===== src/rtl/fetch_unit_if.sv =====
// Fetch unit bus: instruction-memory address/data plus the decode-side
// handshake (stall/redirect in, instruction/address/valid out).
// master: the fetch unit itself. slave: memory/decode environment.
interface fetch_unit_if;
    logic [31:0] Pc;
    logic [31:0] InstReg;
    logic        Stall;
    logic        Redirect;
    logic [31:0] RedirectPc;
    logic [31:0] Inst;
    logic [31:0] InstPc;
    logic [31:0] InstPcPlus4;
    logic        InstValid;
    logic        AlignErr;

    modport master (
        output Pc,
        input  InstReg,
        input  Stall,
        input  Redirect,
        input  RedirectPc,
        output Inst,
        output InstPc,
        output InstPcPlus4,
        output InstValid,
        output AlignErr
    );

    modport slave (
        input  Pc,
        output InstReg,
        output Stall,
        output Redirect,
        output RedirectPc,
        input  Inst,
        input  InstPc,
        input  InstPcPlus4,
        input  InstValid,
        input  AlignErr
    );
endinterface


===== src/rtl/fetch_unit.sv =====
// Instruction fetch stage. Drives a registered PC to a one-cycle-latency
// instruction memory, tags the returning word with its address and skids it
// into a hold register while decode stalls. Redirects flush in-flight work.
// Optional macro FETCH_PERF_CNT_EN adds FetchCount/BubbleCount outputs.
module fetch_unit #(
    parameter logic [31:0] RESET_PC = 32'h0000_0000,
    parameter int unsigned PC_STEP  = 4
) (
    input  logic        Clk,
    input  logic        Rst_n,
`ifdef FETCH_PERF_CNT_EN
    output logic [31:0] FetchCount,
    output logic [31:0] BubbleCount,
`endif
    fetch_unit_if.master bus
);

    localparam logic [31:0] STEP = 32'(PC_STEP);

    logic [31:0] r_pc;
    logic [31:0] r_flight_pc;
    logic        r_flight_valid;
    logic [31:0] r_hold_inst;
    logic        r_hold_valid;
    logic        r_align_err;

    logic        w_advance;

    assign w_advance = !bus.Redirect && !bus.Stall;

    // PC, in-flight tag, skid register and sticky alignment flag.
    always_ff @(posedge Clk) begin
        if (!Rst_n) begin
            r_pc           <= RESET_PC;
            r_flight_pc    <= RESET_PC;
            r_flight_valid <= 1'b0;
            r_hold_inst    <= 32'h0;
            r_hold_valid   <= 1'b0;
            r_align_err    <= 1'b0;
        end else if (bus.Redirect) begin
            // Redirect beats stall: drop the in-flight word and any held word.
            r_pc           <= {bus.RedirectPc[31:2], 2'b00};
            r_flight_valid <= 1'b0;
            r_hold_valid   <= 1'b0;
            if (bus.RedirectPc[1:0] != 2'b00) begin
                r_align_err <= 1'b1;
            end
        end else if (!bus.Stall) begin
            r_flight_pc    <= r_pc;
            r_flight_valid <= 1'b1;
            r_pc           <= r_pc + STEP;
            r_hold_valid   <= 1'b0;
        end else if (!r_hold_valid && r_flight_valid) begin
            // First stalled edge: memory output is about to move on, so keep it.
            r_hold_inst  <= bus.InstReg;
            r_hold_valid <= 1'b1;
        end
    end

    // Decode-facing outputs straight from state; no extra latency.
    always_comb begin
        bus.Pc          = r_pc;
        bus.Inst        = r_hold_valid ? r_hold_inst : bus.InstReg;
        bus.InstPc      = r_flight_pc;
        bus.InstPcPlus4 = r_flight_pc + STEP;
        bus.InstValid   = r_flight_valid;
        bus.AlignErr    = r_align_err;
    end

`ifdef FETCH_PERF_CNT_EN
    logic [31:0] r_fetch_cnt;
    logic [31:0] r_bubble_cnt;

    // Count delivered instructions and empty slots; stalled valid cycles count as neither.
    always_ff @(posedge Clk) begin
        if (!Rst_n) begin
            r_fetch_cnt  <= 32'h0;
            r_bubble_cnt <= 32'h0;
        end else begin
            if (w_advance && r_flight_valid) begin
                r_fetch_cnt <= r_fetch_cnt + 32'h1;
            end
            if (!r_flight_valid) begin
                r_bubble_cnt <= r_bubble_cnt + 32'h1;
            end
        end
    end

    assign FetchCount  = r_fetch_cnt;
    assign BubbleCount = r_bubble_cnt;
`else
    logic w_unused;
    assign w_unused = w_advance;
`endif

endmodule


===== src/flat_wrapper.sv =====
// flat-port wrapper written by rule: the top's interface ports become plain ports
module fetch_unit_flat 
#(
    parameter logic [31:0] RESET_PC = 32'h0000_0000,
    parameter int unsigned PC_STEP  = 4
)
  (Clk, Rst_n, bus_Pc, bus_InstReg, bus_Stall, bus_Redirect, bus_RedirectPc, bus_Inst, bus_InstPc, bus_InstPcPlus4, bus_InstValid, bus_AlignErr);
  fetch_unit_if bus_i ();
  input  logic Clk;
  input  logic Rst_n;
  output wire logic [$bits(bus_i.Pc)-1:0] bus_Pc;
  input wire logic [$bits(bus_i.InstReg)-1:0] bus_InstReg;
  input wire logic [$bits(bus_i.Stall)-1:0] bus_Stall;
  input wire logic [$bits(bus_i.Redirect)-1:0] bus_Redirect;
  input wire logic [$bits(bus_i.RedirectPc)-1:0] bus_RedirectPc;
  output wire logic [$bits(bus_i.Inst)-1:0] bus_Inst;
  output wire logic [$bits(bus_i.InstPc)-1:0] bus_InstPc;
  output wire logic [$bits(bus_i.InstPcPlus4)-1:0] bus_InstPcPlus4;
  output wire logic [$bits(bus_i.InstValid)-1:0] bus_InstValid;
  output wire logic [$bits(bus_i.AlignErr)-1:0] bus_AlignErr;
  assign bus_Pc = bus_i.Pc;
  assign bus_i.InstReg = bus_InstReg;
  assign bus_i.Stall = bus_Stall;
  assign bus_i.Redirect = bus_Redirect;
  assign bus_i.RedirectPc = bus_RedirectPc;
  assign bus_Inst = bus_i.Inst;
  assign bus_InstPc = bus_i.InstPc;
  assign bus_InstPcPlus4 = bus_i.InstPcPlus4;
  assign bus_InstValid = bus_i.InstValid;
  assign bus_AlignErr = bus_i.AlignErr;
  fetch_unit #(.RESET_PC(RESET_PC), .PC_STEP(PC_STEP)) u_core (.Clk(Clk), .Rst_n(Rst_n), .bus(bus_i));
endmodule

===== config.mk =====
export PLATFORM = sky130hd
export DESIGN_NAME = fetch_unit_flat
export DESIGN_NICKNAME = d
export VERILOG_FILES = /design/src/rtl/fetch_unit_if.sv /design/src/rtl/fetch_unit.sv /design/src/flat_wrapper.sv
export SDC_FILE = /design/constraint.sdc
export NUM_CORES = 1
export LEC_CHECK = 0
export CORE_MARGIN = 8
export CORE_UTILIZATION = 45
export DETAILED_ROUTE_END_ITERATION = 8
export HOLD_SLACK_MARGIN = 0.08
export PLACE_DENSITY = 0.88
export SYNTH_ARGS = -nofsm -noshare
export SYNTH_HDL_FRONTEND = slang
export SYNTH_SLANG_ARGS = --single-unit

===== constraint.sdc =====
create_clock -name Clk -period 2.43 [get_ports Clk]
set_input_delay 0.243 -clock Clk [delete_from_list [all_inputs] [get_ports Clk]]
set_output_delay 0.243 -clock Clk [all_outputs]
set_load 0.03 [all_outputs]

### Word-level counts from Yosys, hierarchy flattened

Cells that the tools add are included.

* register bits after elaboration: 99
* input bits: 68
* output and inout port bits: 130
* word-level logic and storage cells: 24

* bitwise operators: 3
* equality and inequality tests: 1
* add/subtract/negate cells: 2
* reduce and logical (&&, ||, !) cells: 8
* muxes and demuxes: 3

Operators by type and width (count)
* 32-bit two-way mux: 3
* 32-bit by 3-bit adder with 32-bit output, second input constant: 2
* 2-bit AND reduction: 2
* 1-bit NOT: 3
* 3-bit AND reduction: 1
* 3-bit OR reduction: 1
* 2-bit by 1-bit inequality test with 1-bit output, second input constant: 1
* 2-bit nonzero test: 1
* 2-bit OR reduction: 1
* 1-bit logical AND: 1
* 1-bit zero test: 1

### Depth between registers and ports, before layout

Gate-level depths: netlist of the first run.

* depth after elaboration: 3
* gate-level depth with buffers: 7
* mapped depth without buffers: 5

### Least setup slack after synthesis of the first run

Ideal clock, no wire load.

* kind: flip-flop to output port
* from: register u_core.r_flight_pc[9], in the netlist u_core.bus.InstPc[9]
* to: output bus_InstPcPlus4[26]
* cell stages (with the launch flop): 6
* arrival time: 2156 ps
* data required time: 2187 ps
* slack: 31 ps
* cells stage by stage: dfxtp_1 and4_1 clkbuf_1 nand4_1 nor4_1 xor2_1

* word-level cells in the longest chain between the ends: 1

Ends and longest elaborated chain
* start: declaration: line fetch_unit.sv:21 `logic [31:0] r_flight_pc;`
* start signal: assignment: line fetch_unit.sv:49 `r_flight_pc <= r_pc;`
* 32-bit by 3-bit adder with 32-bit output: line fetch_unit.sv:65 `bus.InstPcPlus4 = r_flight_pc + STEP;`
* end: declaration: line flat_wrapper.sv:18 `output wire logic [$bits(bus_i.InstPcPlus4)-1:0] bus_InstPcPlus4;`

No other way between the ends.

### Worst setup path in the final report of the first run

* from: register u_core.r_flight_pc[4], in the netlist u_core.bus.InstPc[4]
* to: output bus_InstPcPlus4[21]

Same word-level chain as after synthesis.

==> impl_results.md, run 1 <==
* Top-count cell post-synth: nand2_1
* CP max stage delay at around 0.44 ns
* Final WL at 16.84 mm
* Final cycle utilization of the critical path at 0.9715
* Final Max Slew Viols at 0
* Critical path cell sequence: and4_1, nand4_1, buf_4, nor3_1, xor2_1, buf_4
* CTS tree: built
* Maximum VDD drop at between 0.2 and 0.3 mV
* Root Driver: clkbuf_16
* Area share of the largest cell type after synthesis at 0.3698
* Status: complete, no violations
* Bufs on Longest Clock Path at 2
* CP required at 2.19 ns
* Switching power at 1.097 mW
* Initial antenna violation count at 0
* Post-synth top cells: nand2_1, dfxtp_1, a21oi_1
* Sw frac at 0.2844
* CP Class: flop to primary output
* Worst path slowest cell: dfxtp_1
* Worst slew pin tran at 0.5221 ns
* DR iter-0 viols at 311
* DRT Pass-1 Iters at 4
* Via count at 5,545
* Period minus WS final at 2.361 ns
* Worst path arrival time at around 2.1 ns
* Met3 capacity usage during global routing at 0.06804
* Post-synthesis sequential area ratio at 0.3698
* Ratio of cells with drive above 1 in the final layout at 0.1246
* Wire per inst at 16.94 um
* Initial Util at 0.4562
* Synth Warn # at 0
* Gpl congestion at 0.8558
* Yosys top cell by area: dfxtp_1
* Syn_area_per_cell at 7.698 um^2
* Netlist Area Pre-Place at 5142 um^2
* Depth of the CTS H-tree at 3
* Buf/Inv on CP at 2
* Total negative setup slack at 0 ns
* Nets at 917
* Worst skew pair latency at 0.33 ns
* Combinational share of power at 0.204
* Max-Cap Viols at 0
* Leak Pwr at 2.684 nW
* Met1 GRT Util at 0.2662
* Total CTS buffers at 9
* Final total power at 3.858 mW
* Max Clock Freq at about 0.42 GHz
* ANT cells at 0
* Post-route ant nets at 0
* Pin count of the biggest net entering global routing at 35
* I/O Buffers at 191
* # setup viols final at 0
* Tot GR Track Use at 0.2183
* P&R area growth vs syn at 46.06%
* Reg clk slew, reported paths at ~0.060 ns
* Number of enable flip-flop cells after synthesis at 0
* Number of vias per cell at 5.578
* Worst min-delay path class: flop to flop
* Crit. End Element: primary output
* Netlist cell types at 47
* Die Height at 122.9 um
* Async set-or-reset flop fraction in the synthesized netlist at 0
* Pwr Density at 513.6 nW/um^2
* Clk pwr share at 0.353
* Die W at 122.9 um
* Full die area at approximately 15,000 um^2
* Relative slew margins at 0.6519
* Global route total overflow at 0
* Post-route setup slack at 0.06921 ns
* Hold_ws at 0.4515 ns
* Cell mode on critical path: buf_4
* I/O pin count at 198
* Core area at 11,270 um^2
* Top FF cell, synth: dfxtp_1
* Crit path max fanout at 10
* DRC violations left at 0
* CTS Sinks at 95
* First-pass GRT wire length at 26.75 mm
* Post-Syn Instances at 668
* GR peak layer: met2
* Core Rows at 39
* Worst slack at placement at ~0.24 ns
* Final Hold Fails at 0
* Reg power frac at 0.443
* Worst setup SP type: flop
* Top post-synthesis cells by area: dfxtp_1, nand2_1, mux2_2
* Vias in the first global route at 5,274
* Crit-path leading delay family: simple AND/OR/NAND/NOR gates
* Hpwl dp at 12.55 mm
* Yosys reg bits at 95
* Met2 Use GR at 0.3500
* Int Pwr at 2.760 mW
* Clock Skews at roughly 0.0065 ns
power groups by stage:
stage	Sequential [mW]	Clock, mW	Combinational, mW
after floorplan	1.81	0	0.329
after global placement	1.74	0	0.784
after detailed placement	1.74	0	0.792
after CTS	1.71	1.38	0.793
after global routing	1.72	1.46	0.841
final	1.71	1.36	0.789
sequential cells by signal, summed over array words and instances (netlist names):
signal                flops
u_core.bus.InstPc        30
u_core.bus.InstValid      1
u_core.r_hold_inst       32
u_core.r_hold_valid       1
u_core.bus.Pc            30
u_core.bus.AlignErr       1
routing by layer:
metal  vias up  part of all wire  wire length (um)
li1       2696                 -                 -
met1      2534              0.39              6570
met2       282              0.47              7889
met3        33              0.12              1945
met4         0             0.026               433
met5         -                 0                 0
cell usage in the layout (no fill, tap or decap), types with 3 or more instances in the layout:
cell,n
clkinv_2,4
xnor2_1,22
nor2b_1,5
dlygate4sd2_1,5
nor4_2,5
nor4_1,12
o21ai_0,17
and4_1,6
a31oi_1,4
or3_1,3
nand4_1,15
a21oi_1,71
o31ai_1,6
clkbuf_16,9
nand2_1,155
conb_1,6
buf_4,40
clkdlybuf4s50_1,167
inv_1,10
xor2_1,17
mux2_2,32
a311oi_1,6
dfxtp_1,93
and3_1,14
nand2b_1,3
o21a_1,3
nand3_1,32
a211oi_1,6
nor3_1,9
nor2_1,24
mux2i_1,4
nor3b_1,4
or4_1,6
what timing repair did:
| item | CTS | global route |
|---|---|---|
| pin swaps | 2 | 1 |
| hold buffers | 0 | 0 |
| endpoints found under the setup margin | 12 | 8 |
| setup buffers | 1 | 0 |
| resized for setup | 7 | 11 |
through the flow:
| stage | instance area, um^2 | cells | util |
|---|---|---|---|
| after detailed placement | 7187 | 978 | 0.6376 |
| after floorplan | 5161 | 673 | - |
| after CTS | 7467 | 994 | 0.6624 |
| after global routing | 7511 | 994 | 0.6663 |
| after global placement | 7187 | 978 | 0.6376 |
| final | 7511 | 994 | 0.6663 |
area by class of cell:
type,instances,area [um^2]
tap,143,178.9
clock buffer,10,229.0
sequential,95,1904
timing repair buffer,215,2061
clock inverter,5,50.05
multi-input combinational,515,3047
fill,934,3761
inverter,11,41.29
worst register-to-register path, cell delays in order (launching register included):
cell and delay, ns:
dfxtp_1 0.47, nand3_1 0.19, or4_1 0.68, or3_1 0.41
a211oi_1 0.21
worst paths after layout:
path	end	slack (ns)	start	cells after the start
setup / recovery	bus_InstPcPlus4[21]	0.07	u_core.bus.InstPc[4]$_SDFFE_PN0P_	6
hold / removal	u_core.r_hold_inst[13]$_SDFFE_PN0P_	0.45	u_core.r_hold_inst[13]$_SDFFE_PN0P_	2
setup reg to reg	u_core.bus.Pc[22]$_SDFFE_PN0N_	0.39	u_core.bus.Pc[9]$_SDFFE_PN0N_	4
hold reg to reg	u_core.r_hold_inst[13]$_SDFFE_PN0P_	0.45	u_core.r_hold_inst[13]$_SDFFE_PN0P_	2
kinds of logic after synthesis:
logic type / after synthesis / synth area share
simple gates: 310 / 0.2903
compound gates: 122 / 0.1392
flops: 95 / 0.3698
buf+inv: 63 / 0.05085
xor+xnor: 39 / 0.06642
mux: 36 / 0.07786
fa+ha+maj: 2 / 0.004865
other cells: 1 / 0.0007292
Note: power is estimated with default switching activity, not from simulation.
==> inputs of run 2 (changes only) <==
--- a/config.mk
+++ b/config.mk
@@ -10,6 +10,7 @@
 export DETAILED_ROUTE_END_ITERATION = 8
 export HOLD_SLACK_MARGIN = 0.08
 export PLACE_DENSITY = 0.88
+export SKIP_LAST_GASP = 1
 export SYNTH_ARGS = -nofsm -noshare
 export SYNTH_HDL_FRONTEND = slang
 export SYNTH_SLANG_ARGS = --single-unit
==> impl_results.md, run 2 (same netlist as run 1, synthesis figures left out) <==
* Critical path cell sequence: and4_1, nand4_1, buf_4, nor3_1, xor2_1, buf_4
* Final cycle utilization of the critical path at 0.9717 (about the same)
* CP Class: flop to primary output
* Pin count of the biggest net entering global routing at 35 (unchanged)
* Bufs on Longest Clock Path at 2 (unchanged)
* Clk pwr share at 0.353 (about the same)
* Worst skew pair latency at 0.34 ns (about the same)
* Status: complete, no violations
* R2R depth at 4 (unchanged)
* CP max stage delay at 0.44 ns (about the same)
* Final Max Slew Viols at 0 (unchanged)
* CP required at 2.19 ns (about the same)
* P&R area growth vs syn at 46.13% (about the same)
* Crit path max fanout at 10 (unchanged)
* Period minus WS final at 2.361 ns (+0.0004621 ns)
* Top routing layer in use: met4
* First-pass GRT wire length at 26.75 mm (unchanged)
* Filler cell count at 934 (unchanged)
* DRC violations left at 0 (unchanged)
* Post-route ant nets at 0 (unchanged)
* Nets at 917 (unchanged)
* DR iter-0 viols at 308 (-0.96%)
* I/O pin count at 198 (unchanged)
* Hpwl dp at 12.55 mm (unchanged)
* Metal-1 WL at 6.532 mm (-0.58%)
* Worst setup SP type: flop
* Worst slew pin tran at 0.5237 ns (+0.001549 ns)
* Initial Util at 0.4562 (unchanged)
* Global route total overflow at 0 (unchanged)
* Clock Skews at 0.006610 ns (+0.0001454 ns)
* Core area at 11,270 um^2 (unchanged)
* Crit-path leading delay family: simple AND/OR/NAND/NOR gates
* # setup viols final at 0 (unchanged)
* Worst slack at placement at 0.2361 ns (unchanged)
* Post-route setup slack at 0.06875 ns (-0.0004621 ns)
* Hold_ws at 0.4515 ns (-0.000005000 ns)
* Die W at 122.9 um (unchanged)
* RSZ-0062 raised after global routing: true
* Die Height at 122.9 um (unchanged)
* Gpl congestion at 0.8558 (unchanged)
* Vias in the first global route at 5,274 (unchanged)
* Int Pwr at 2.760 mW (about the same)
* Worst min-delay path class: flop to flop
* Root Driver: clkbuf_16
* Hold Buf Count CTS at 0 (unchanged)
* Switching power at 1.097 mW (about the same)
* Wire length on met3 at 1.968 mm (+1.2%)
* Number of vias per cell at 5.606 (+0.49%)
* Wire per inst at 16.94 um (about the same)
* Reg clk slew, reported paths at 0.06 ns (about the same)
* Commonest non-fill, non-tap cells in the layout: clkdlybuf4s50_1, nand2_1, dfxtp_1
* Combinational share of power at 0.205 (about the same)
* Max-Cap Viols at 0 (unchanged)
* Final Hold Fails at 0 (unchanged)
* Worst path arrival time at 2.12 ns (about the same)
* Leak Pwr at 2.688 nW (+0.13%)
* Crit. End Element: primary output
* Relative slew margins at 0.6509 (-0.001033)
* Sw frac at 0.2843 (about the same)
* Crit. path cell count at 6 (unchanged)
* Post-layout util at 0.6667 (about the same)
* Full die area at 15,100 um^2 (unchanged)
* DRT Pass-1 Iters at 7 (+3)
* Core Rows at 39 (unchanged)
* Tot GR Track Use at 0.2183 (unchanged)
* Ratio of cells with drive above 1 in the final layout at 0.1234 (-0.001175)
* CTS Sinks at 95 (unchanged)
* I/O Buffers at 191 (unchanged)
* Via count at 5,572 (+0.49%)
* Total CTS buffers at 9 (unchanged)
* Hold path depth at 2 (unchanged)
* Maximum VDD drop at 0.2947 mV (about the same)
* Reg power frac at 0.443 (about the same)
* ANT cells at 0 (unchanged)
* Final WL at 16.84 mm (about the same)
* Depth of the CTS H-tree at 3 (unchanged)
* Register bank with the most flops: u_core.r_hold_inst
* Most common cell after layout, fill and taps aside: clkdlybuf4s50_1
* Worst path slowest cell: dfxtp_1
* Initial antenna violation count at 0 (unchanged)
* Pwr Density at 513.3 nW/um^2 (about the same)
* CTS tree: built
* Buf/Inv on CP at 2 (unchanged)
* Max Clock Freq at 0.4235 GHz (about the same)
* DR WL met2 at 7.911 mm (+0.28%)
* Max FFs per register at 32 (unchanged)
* Cell mode on critical path: buf_4
## run 2: worst min-delay path: cells and delay by family, from the launching register on
family | cells | cell delay (ns)
compound gates | 1 | 0.05
flops | 1 | 0.31
simple gates | 1 | 0.05
## run 2: area by class of cell
type | count | area [um^2] | area share
clock inverters | 5 | 50.05 | 0.006660
repair buffers | 215 | 2064 | 0.2747
clock buffers | 10 | 229.0 | 0.03047
inverters | 11 | 41.29 | 0.005495
multi-input cells | 515 | 3047 | 0.4054
flip-flops and latches | 95 | 1904 | 0.2534
well taps | 143 | 178.9 | 0.02381
## run 2: path summary, 6_finish.rpt
path | end | slack [ns] | startpoint
max | bus_InstPcPlus4[21] | 0.07 | u_core.bus.InstPc[4]$_SDFFE_PN0P_
min | u_core.r_hold_inst[13]$_SDFFE_PN0P_ | 0.45 | u_core.r_hold_inst[13]$_SDFFE_PN0P_
max reg2reg | u_core.bus.Pc[22]$_SDFFE_PN0N_ | 0.40 | u_core.bus.Pc[9]$_SDFFE_PN0N_
min reg2reg | u_core.r_hold_inst[13]$_SDFFE_PN0P_ | 0.45 | u_core.r_hold_inst[13]$_SDFFE_PN0P_
## run 2: stage by stage
step                power (mW)  setup TNS (ns)  std cells  cell area [um^2]
floorplan                2.144               0        673              5161
global placement         2.522               0        978              7187
detailed placement       2.532               0        978              7187
CTS                      3.882               0        994              7467
global route             4.016        -0.07653        994              7515
finish                   3.857               0        994              7515
## run 2: power groups by stage
| stage | sequential [mW] | combinational, mW | clock [mW] |
|---|---|---|---|
| 6_report | 1.71 | 0.789 | 1.36 |
| 5_1_grt | 1.72 | 0.841 | 1.46 |
| 4_1_cts | 1.71 | 0.793 | 1.38 |
| 3_5_place_dp | 1.74 | 0.792 | 0 |
| 3_3_place_gp | 1.74 | 0.784 | 0 |
| 2_1_floorplan | 1.81 | 0.329 | 0 |
## run 2: per-layer routing
| metal | global-route usage | vias to the layer above |
|---|---|---|
| li1 | - | 2700 |
| met3 | 0.06804 | 32 |
| met5 | 0 | - |
| met4 | 0.09216 | 0 |
| met1 | 0.2662 | 2542 |
| met2 | 0.3500 | 298 |
## run 2: repair_timing
item | 4_1_cts | 5_1_grt
gates resized for setup | 7 | 9
pin swaps | 2 | 1
setup endpoints to repair | 12 | 8
buffers inserted | 1 | 0
gates cloned | 0 | 0
